==> config.mk <==
export PLATFORM = sky130hd
export DESIGN_NAME = hdmi_blk_scheduler
export DESIGN_NICKNAME = d
export VERILOG_FILES = /design/src/rtl/hdmi_blk_scheduler.sv
export SDC_FILE = /design/constraint.sdc
export NUM_CORES = 1
export LEC_CHECK = 0
export CORE_MARGIN = 2
export CORE_UTILIZATION = 36
export CTS_BUF_LIST = sky130_fd_sc_hd__clkbuf_8 sky130_fd_sc_hd__clkbuf_16
export CTS_CLUSTER_DIAMETER = 60
export CTS_CLUSTER_SIZE = 12
export DETAILED_ROUTE_END_ITERATION = 7
export PLACE_DENSITY = 0.75
export SLEW_MARGIN = 20
export SYNTH_ARGS = -nofsm -noshare
export SYNTH_HDL_FRONTEND = slang
export SYNTH_SLANG_ARGS = --single-unit
export TNS_END_PERCENT = 10
==> constraint.sdc <==
create_clock -name clk -period 2.2 [get_ports clk]
set_input_delay 0.22 -clock clk [delete_from_list [all_inputs] [get_ports clk]]
set_output_delay 0.22 -clock clk [all_outputs]
set_load 0.005 [all_outputs]
==> src/rtl/hdmi_blk_scheduler.sv <==
// Block-stream scheduler feeding the block-to-HDMI stripe converter.
// Credit-paced per stripe, generates sof/sob/eob framing and resync/credit errors.

module hdmi_blk_lane (
  input  logic       clk,
  input  logic       rst_n,
  input  logic       load,
  input  logic [7:0] y,
  input  logic [7:0] cr,
  input  logic [7:0] cb,
  output logic [7:0] q_y,
  output logic [7:0] q_cr,
  output logic [7:0] q_cb
);
  always_ff @(posedge clk or negedge rst_n) begin
    if (!rst_n) begin
      q_y  <= '0;
      q_cr <= '0;
      q_cb <= '0;
    end else if (load) begin
      q_y  <= y;
      q_cr <= cr;
      q_cb <= cb;
    end
  end
endmodule

module hdmi_blk_scheduler #(
  parameter int N     = 2,
  parameter int X_RES = 2160,
  parameter int Y_RES = 1200
) (
  input  logic           clk,
  input  logic           rst_n,
  input  logic           enable,
  input  logic           src_valid,
  output logic           src_ready,
  input  logic           src_sof,
  input  logic [N*8-1:0] src_data_y,
  input  logic [N*8-1:0] src_data_cr,
  input  logic [N*8-1:0] src_data_cb,
  input  logic           bank_free,
  output logic           out_valid,
  output logic [N*8-1:0] out_data_y,
  output logic [N*8-1:0] out_data_cr,
  output logic [N*8-1:0] out_data_cb,
  output logic           out_sof,
  output logic           out_sob,
  output logic           out_eob,
  output logic [1:0]     credits,
  output logic           frame_done,
  output logic           err_resync,
  output logic           err_credit
);
  localparam int BPB = 64 / N;
  localparam int BPS = X_RES / 8;
  localparam int STR = Y_RES / 8;
  localparam int BW  = (BPB > 1) ? $clog2(BPB) : 1;
  localparam int KW  = (BPS > 1) ? $clog2(BPS) : 1;
  localparam int SW  = (STR > 1) ? $clog2(STR) : 1;

  typedef enum logic [1:0] {S_WAIT_SOF, S_STREAM, S_WAIT_CREDIT} state_t;
  typedef struct packed {
    logic sof;
    logic sob;
    logic eob;
  } mark_t;

  state_t        state, state_n;
  logic [BW-1:0] beat, beat_n;
  logic [KW-1:0] blk, blk_n;
  logic [SW-1:0] stripe, stripe_n;
  logic          acc, fwd, consume, resync, done, inc;
  logic          last_beat, last_blk, last_str;
  logic [1:0]    credits_n;
  mark_t         mark_d, mark_q;

  assign last_beat = (beat == BW'(BPB - 1));
  assign last_blk  = (blk == KW'(BPS - 1));
  assign last_str  = (stripe == SW'(STR - 1));

  // In WAIT_CREDIT a bank freed this very cycle already unblocks the stripe.
  always_comb begin
    src_ready = 1'b0;
    case (state)
      S_WAIT_SOF:    src_ready = enable && (!src_sof || credits != 2'd0);
      S_STREAM:      src_ready = !src_sof || credits != 2'd0;
      S_WAIT_CREDIT: src_ready = (credits != 2'd0) || bank_free;
      default:       src_ready = 1'b0;
    endcase
  end

  assign acc = src_valid && src_ready;

  always_comb begin
    state_n  = state;
    beat_n   = beat;
    blk_n    = blk;
    stripe_n = stripe;
    fwd      = 1'b0;
    consume  = 1'b0;
    resync   = 1'b0;
    done     = 1'b0;
    case (state)
      S_WAIT_SOF: begin
        if (acc && src_sof) begin
          fwd     = 1'b1;
          consume = 1'b1;
          beat_n  = BW'(1);
          state_n = S_STREAM;
        end
      end
      default: begin
        if (acc) begin
          fwd = 1'b1;
          if (src_sof) begin
            resync   = 1'b1;
            consume  = 1'b1;
            beat_n   = BW'(1);
            blk_n    = '0;
            stripe_n = '0;
            state_n  = S_STREAM;
          end else begin
            consume = (state == S_WAIT_CREDIT);
            state_n = S_STREAM;
            if (last_beat) begin
              beat_n = '0;
              if (last_blk) begin
                blk_n = '0;
                if (last_str) begin
                  stripe_n = '0;
                  done     = 1'b1;
                  state_n  = S_WAIT_SOF;
                end else begin
                  stripe_n = stripe + 1'b1;
                  state_n  = S_WAIT_CREDIT;
                end
              end else begin
                blk_n = blk + 1'b1;
              end
            end else begin
              beat_n = beat + 1'b1;
            end
          end
        end
      end
    endcase
  end

  // A resync beat restarts the counters, so it is a block start, never a block end.
  always_comb begin
    mark_d.sof = fwd && src_sof;
    mark_d.sob = fwd && (resync || beat == '0);
    mark_d.eob = fwd && !resync && last_beat;
  end

  assign inc       = bank_free && (credits != 2'd2);
  assign credits_n = credits + {1'b0, inc} - {1'b0, consume};

  always_ff @(posedge clk or negedge rst_n) begin
    if (!rst_n) begin
      state      <= S_WAIT_SOF;
      beat       <= '0;
      blk        <= '0;
      stripe     <= '0;
      credits    <= 2'd2;
      out_valid  <= 1'b0;
      mark_q     <= '0;
      frame_done <= 1'b0;
      err_resync <= 1'b0;
      err_credit <= 1'b0;
    end else begin
      state      <= state_n;
      beat       <= beat_n;
      blk        <= blk_n;
      stripe     <= stripe_n;
      credits    <= credits_n;
      out_valid  <= fwd;
      mark_q     <= mark_d;
      frame_done <= done;
      err_resync <= resync;
      err_credit <= bank_free && (credits == 2'd2);
    end
  end

  assign out_sof = mark_q.sof;
  assign out_sob = mark_q.sob;
  assign out_eob = mark_q.eob;

  for (genvar l = 0; l < N; l++) begin : g_lane
    hdmi_blk_lane u_lane (
      .clk  (clk),
      .rst_n(rst_n),
      .load (fwd),
      .y    (src_data_y[l*8 +: 8]),
      .cr   (src_data_cr[l*8 +: 8]),
      .cb   (src_data_cb[l*8 +: 8]),
      .q_y  (out_data_y[l*8 +: 8]),
      .q_cr (out_data_cr[l*8 +: 8]),
      .q_cb (out_data_cb[l*8 +: 8])
    );
  end
endmodule

# Word-level counts from Yosys, hierarchy flattened
# Index checks and enable logic that the tools add are counted.
[word_totals]
output_inout_bits = 58
wordCells = 90
ram_bits = 0
latchBits = 0
memories = 0
mem_bits_ro = 0
inputBits = 54
regBits = 81
[op_classes]
muxes = 35
add_sub_neg = 5
multipliers = 0
n_lt_le_gt_ge = 0
n_shift = 0
div = 0
n_bitwise = 1
n_reduce_logical = 23
eq_ne = 8
[op_table]
columns = ["operator", "n"]
rows = [
  ["8-bit two-way mux", 4],
  ["9-bit two-way mux", 3],
  ["5-bit two-way mux", 5],
  ["1-bit two-way mux", 15],
  ["2-bit two-way mux", 7],
  ["9-bit by 1-bit adder with 9-bit output, second input constant", 1],
  ["9-bit == test, second input constant", 1],
  ["1-bit logical AND", 9],
  ["8-bit by 1-bit adder with 8-bit output, second input constant", 1],
  ["8-bit == test, second input constant", 1],
  ["2-bit nonzero test", 4],
  ["5-bit by 1-bit adder with 5-bit output, second input constant", 1],
  ["5-bit == test, second input constant", 1],
  ["5-bit zero test", 1],
  ["2-bit == test, second input constant", 2],
  ["2-bit inequality test, second input constant", 2],
  ["4-bit AND reduction", 1],
  ["1-bit logical OR", 3],
  ["1-bit case mux with 3 select lines", 1],
  ["3-bit AND reduction", 1],
  ["2-bit by 1-bit adder with 2-bit output", 1],
  ["2-bit by 1-bit == test with 1-bit output, second input constant", 1],
  ["1-bit zero test", 2],
  ["2-bit zero test", 1],
  ["3 further kinds", 3],
]

# Longest topological paths before layout
[logic_depth]
word_depth = 10
ltp_mapped = 9
mapped_depth_nobuf = 9

# By module
# Synthesis repeated with hierarchy kept, for this count alone.
[unflattened]
hier_cells = 292
area_unflattened_um2 = 3839.9
[by_module_without_submodules]
columns = ["module", "n_inst", "cells_each", "seq_area_each_um2", "area_per_inst_um2"]
rows = [
  ["hdmi_blk_lane", 2, 51, 600.6, 997.2],
  ["hdmi_blk_scheduler", 1, 190, 827.0, 1845.5],
]

# Least setup slack after synthesis
# Ideal clock, no wire load.
[synth_path]
path_type = "register to register"
from = "register credits[1]"
to = "register credits[1]"
period_less_slack_ps = 2080
slack_ps = 120
t_arrival_ps = 2005
t_required_ps = 2125
path_stages_with_launch = 10
n_path_buf = 0
setup_ps = 75
cell_sequence = "dfstp_2 > nor3b_1 > o32ai_1 > nand2_1 > a21oi_1 > ha_1 > inv_1 > ha_1 > xnor2_1 > xnor2_1"
[synth_via]
elab_chain_cells = 9
elab_cells_between_ends = 14
cone_classes = "2 x add/sub; 1 x eq/ne; 4 x mux; 7 x reduce/logical"
[synth_lines]
columns = ["element", "line", "text"]
rows = [
  ["start, declared", "50", "output logic [1:0] credits,"],
  ["start signal, assigned", "177", "credits <= credits_n;"],
  ["2-bit nonzero test (*)", "86, 87, 88", ""],
  ["1-bit logical OR", "86, 87", ""],
  ["1-bit logical AND", "86", "S_WAIT_SOF: src_ready = enable && (!src_sof || credits != 2'd0);"],
  ["1-bit case mux with 3 select lines (*)", "85", "case (state)"],
  ["net src_ready", "37", "output logic src_ready,"],
  ["1-bit logical AND (*)", "93", "assign acc = src_valid && src_ready;"],
  ["1-bit logical AND", "106", "if (acc && src_sof) begin"],
  ["1-bit two-way mux", "106", ""],
  ["1-bit two-way mux (*)", "104", "case (state)"],
  ["2-bit by 1-bit subtractor with 2-bit output (*)", "158", "assign credits_n = credits + {1'b0, inc} - {1'b0, consume};"],
  ["net credits_n[1]", "75", "logic [1:0] credits_n;"],
]
# The timed path passes the listed nets; every way through them passes the cells marked *.
# A chain may end at the register's enable or synchronous reset.

# Worst setup path after layout
[layout_path]
from = "register state[0]"
to = "output src_ready"
[layout_via]
elab_chain_cells = 2
elab_cells_between_ends = 4
cone_classes = "2 x eq/ne; 1 x mux; 1 x reduce/logical"
[layout_lines]
columns = ["element", "line", "text"]
rows = [
  ["start, declared", "69", "state_t state, state_n;"],
  ["start signal, assigned", "173", "state <= state_n;"],
  ["2-bit == test (tied with other cells)", "85", ""],
  ["1-bit case mux with 3 select lines (*)", "85", ""],
  ["end, declared", "37", ""],
]
# Every way passes the cells marked *; elsewhere a longest branch is shown, timed or not.

==> flow_metrics.env <==
export IMPL_grt_max_degree=63
export IMPL_number_of_nets_in_the_finished_design=582
export IMPL_post_route_period_util_pct=97.23
export IMPL_syn_inst=391
export IMPL_synth_largest_area_cell="sky130_fd_sc_hd__dfrtp_1"
export IMPL_area_growth_synth_to_final_pct=46.50
export IMPL_number_of_enable_flip_flop_cells_after_synthesis=0
export IMPL_cts_inserted_buffers=9
export IMPL_total_power_mw=6.407
export IMPL_cp_end_kind="primary output"
export IMPL_met2_length_um=4011
export IMPL_power_density_mw_per_mm2=1225
export IMPL_grt_antenna_before_repair=0
export IMPL_synth_top_cells_by_count="sky130_fd_sc_hd__nand2_1, sky130_fd_sc_hd__dfrtp_1, sky130_fd_sc_hd__o21ai_0"
export IMPL_gp_congestion=0.8173
export IMPL_track_usage_pct=15.96
export IMPL_worst_path_arrival_ps=1920
export IMPL_cts_sink_count=81
export IMPL_critical_path_peak_fanout=7
export IMPL_timing_hold_violations_final=0
export IMPL_postRouteWirelength_um=8425
export IMPL_clock_tree_root_cell="sky130_fd_sc_hd__clkbuf_8"
export IMPL_port_buffer_count=111
export IMPL_clock_insertion_delay_worst_skew_ps=360
export IMPL_final_util_pct=54.02
export IMPL_postSynthRegisterBits=81
export IMPL_timing_max_transition_violations_final=0
export IMPL_ys_flop_type="sky130_fd_sc_hd__dfrtp_1"
export IMPL_clkSlewWorstSetupHoldPaths_ps=90
export IMPL_post_synth_num_cell_types=41
export IMPL_outcome="finished, final reports clean"
export IMPL_yosys_area_top_type_share_pct=56.06
export IMPL_worst_slew_pin_slew_ps=439.5
export IMPL_first_global_vias=3051
export IMPL_initialDrtViolationCount=158
export IMPL_critical_path_class="flop to primary output"
export IMPL_cap_viol_max_count=0
export IMPL_proportion_of_register_bits_with_asynchronous_set_or_reset_after_synthesis_pct=100.0
export IMPL_route_detailed_wl_per_inst_um=12.82
export IMPL_fin_crit_ps=2139
export IMPL_vias_after_detailed_routing=3132
export IMPL_fmaxAchievable_mhz=467.5
export IMPL_detail_route_vias_per_cell=4.767
export IMPL_area_of_the_core_region_sq_mm=0.009684
export IMPL_grt_ovfl_total=0
export IMPL_fp_dieW_um=103.6
export IMPL_startpoint_type="flop"
export IMPL_min_path_type="primary input to asynchronous set/reset pin"
export IMPL_synth_warning_count=0
export IMPL_mappedNetlistArea_sq_mm=0.003571
export IMPL_detailroute_wirelength_met3_um=560
export IMPL_antenna_violating_nets_post_route=0
export IMPL_setup_viol=0
export IMPL_start_util_pct=36.87
export IMPL_synth_area_per_cell_sq_um=9.133
export IMPL_rows=36
export IMPL_clock_skew_final_ps=7.509
export IMPL_fillers=837
export IMPL_diode_insertion_count_for_antenna_repair=0
export IMPL_drcViolationCount=0
export IMPL_cts_path_max_buffers=2
export IMPL_power_leakage_nw=2.451
export IMPL_fp_dieArea_sq_mm=0.01073
export IMPL_rsz_0062_raised_after_global_routing="yes"
export IMPL_firstDrtPassIters=4
export IMPL_die_h_um=103.6
export IMPL_relSlewSlack_pct=70.29
export IMPL_crit_required_ps=1980
export IMPL_highest_layer="met4"
export IMPL_routedLengthMet1_um=3783
export IMPL_grt_pass1_wl_um=14190
export IMPL_synth_most_common_cell="sky130_fd_sc_hd__nand2_1"
export IMPL_hpwlAfterDp_um=5958
export IMPL_cell_types_occupying_the_most_area_after_synthesis="sky130_fd_sc_hd__dfrtp_1, sky130_fd_sc_hd__nand2_1, sky130_fd_sc_hd__ha_1"
export IMPL_cts_tree="done"
export IMPL_design_portCount=112
export IMPL_mappedNetlistNets=454
export IMPL_synth_seq_area_share_pct=56.80
export IMPL_peak_vdd_ir_uv=482.6
export IMPL_post_route_cells_drive_above_1_share_pct=8.588
export IMPL_cts_htree_levels=3
## routing by layer
| metal | track usage (%) | vias up |
|---|---|---|
| met5 | 0 | - |
| met3 | 4.909 | 8 |
| li1 | - | 1551 |
| met1 | 19.99 | 1481 |
| met2 | 26.35 | 92 |
| met4 | 5.405 | 0 |
## where the power goes
group          internal, mW  switching [mW]
Clock                 0.756           0.551
Combinational          1.50            1.17
Sequential             2.06           0.367
## metrics by stage
step | hold slack [ps] | std cells | setup WS [ps] | TNS, ps | area [sq um]
global route | 310.4 | 657 | -39.77 | -39.77 | 5231
CTS | 277.3 | 657 | 28.69 | 0 | 5223
global placement | 114.5 | 638 | -66.51 | -1713 | 4956
floorplan | -75.59 | 391 | 119.9 | 0 | 3571
detailed placement | 119.4 | 638 | -96.88 | -2759 | 4956
finish | 282.8 | 657 | 60.97 | 0 | 5231
## final timing paths
kind | endpoint | slack (ps) | from | depth (start not counted)
worst max register to register | blk[2] | 150 | beat[0] | 8
worst min-delay path | g_lane[0].u_lane.q_cb[1] | 280 | rst_n | 2
max in group asynchronous | g_lane[0].u_lane.q_cb[4] | 1300 | rst_n | 3
min in group clk | g_lane[0].u_lane.q_cb[6] | 380 | src_data_cb[6] | 3
worst max-delay path | src_ready | 60 | state[0] | 4
worst min register to register | g_lane[1].u_lane.q_cr[5] | 480 | g_lane[1].u_lane.q_cr[5] | 2
## sequential cells by signal (all words and copies together), names as in the netlist, 2 cells and up
signal,flops
state,2
g_lane.u_lane.q_cb,16
g_lane.u_lane.q_y,16
blk,9
beat,5
g_lane.u_lane.q_cr,16
stripe,8
credits,2
## kinds of logic after synthesis
family                     Yosys count  share of synthesized area [%]
adders and majority gates            9                          3.154
DFF                                 81                          56.80
xor gates and xnor gates             3                         0.7359
buffers and inverters               24                          2.803
and+or+nand+nor                    226                          27.68
AOI/OAI and AO/OA                   48                          8.830
## area by class of cell
cell class	count	area (sq um)	area share [%]
clock buffer	9	123.9	2.368
clock inverter	7	117.6	2.248
sequential	81	2028	38.77
multi-input combinational	286	1455	27.82
inverter	10	37.54	0.7175
timing repair buffer	131	1303	24.90
tap	133	166.4	3.181
## what timing repair did
item                       CTS  global route
setup buffers                2             0
hold buffers                 1             0
pin swaps                    1             0
setup endpoints to repair    1            11
hold endpoints to repair    19             0
gates resized for setup      0             2
## cell usage in the layout, fill, tap and decap left out, types with 2 or more instances in the layout
| cell | count |
|---|---|
| sky130_fd_sc_hd__a21oi_1 | 6 |
| sky130_fd_sc_hd__and2_1 | 3 |
| sky130_fd_sc_hd__and3_1 | 8 |
| sky130_fd_sc_hd__and4_1 | 2 |
| sky130_fd_sc_hd__buf_12 | 3 |
| sky130_fd_sc_hd__buf_4 | 16 |
| sky130_fd_sc_hd__bufinv_16 | 3 |
| sky130_fd_sc_hd__clkbuf_8 | 9 |
| sky130_fd_sc_hd__clkdlybuf4s50_1 | 110 |
| sky130_fd_sc_hd__clkinv_2 | 2 |
| sky130_fd_sc_hd__dfrtp_1 | 80 |
| sky130_fd_sc_hd__ha_1 | 9 |
| sky130_fd_sc_hd__inv_1 | 9 |
| sky130_fd_sc_hd__nand2_1 | 157 |
| sky130_fd_sc_hd__nand2b_1 | 5 |
| sky130_fd_sc_hd__nand3_1 | 15 |
| sky130_fd_sc_hd__nand4_1 | 2 |
| sky130_fd_sc_hd__nor2_1 | 12 |
| sky130_fd_sc_hd__nor2b_1 | 4 |
| sky130_fd_sc_hd__nor3_1 | 5 |
| sky130_fd_sc_hd__nor4b_1 | 3 |
| sky130_fd_sc_hd__o21ai_0 | 22 |
| sky130_fd_sc_hd__o31ai_1 | 11 |
| sky130_fd_sc_hd__xnor2_1 | 3 |
## critical path, stage by stage, from the launching register on
cell	delay, ps
sky130_fd_sc_hd__dfrtp_1	450
sky130_fd_sc_hd__nor2_1	120
sky130_fd_sc_hd__o32ai_1	340
sky130_fd_sc_hd__buf_4	170
sky130_fd_sc_hd__clkdlybuf4s50_1	490
Power figures use the tool's default switching activity.
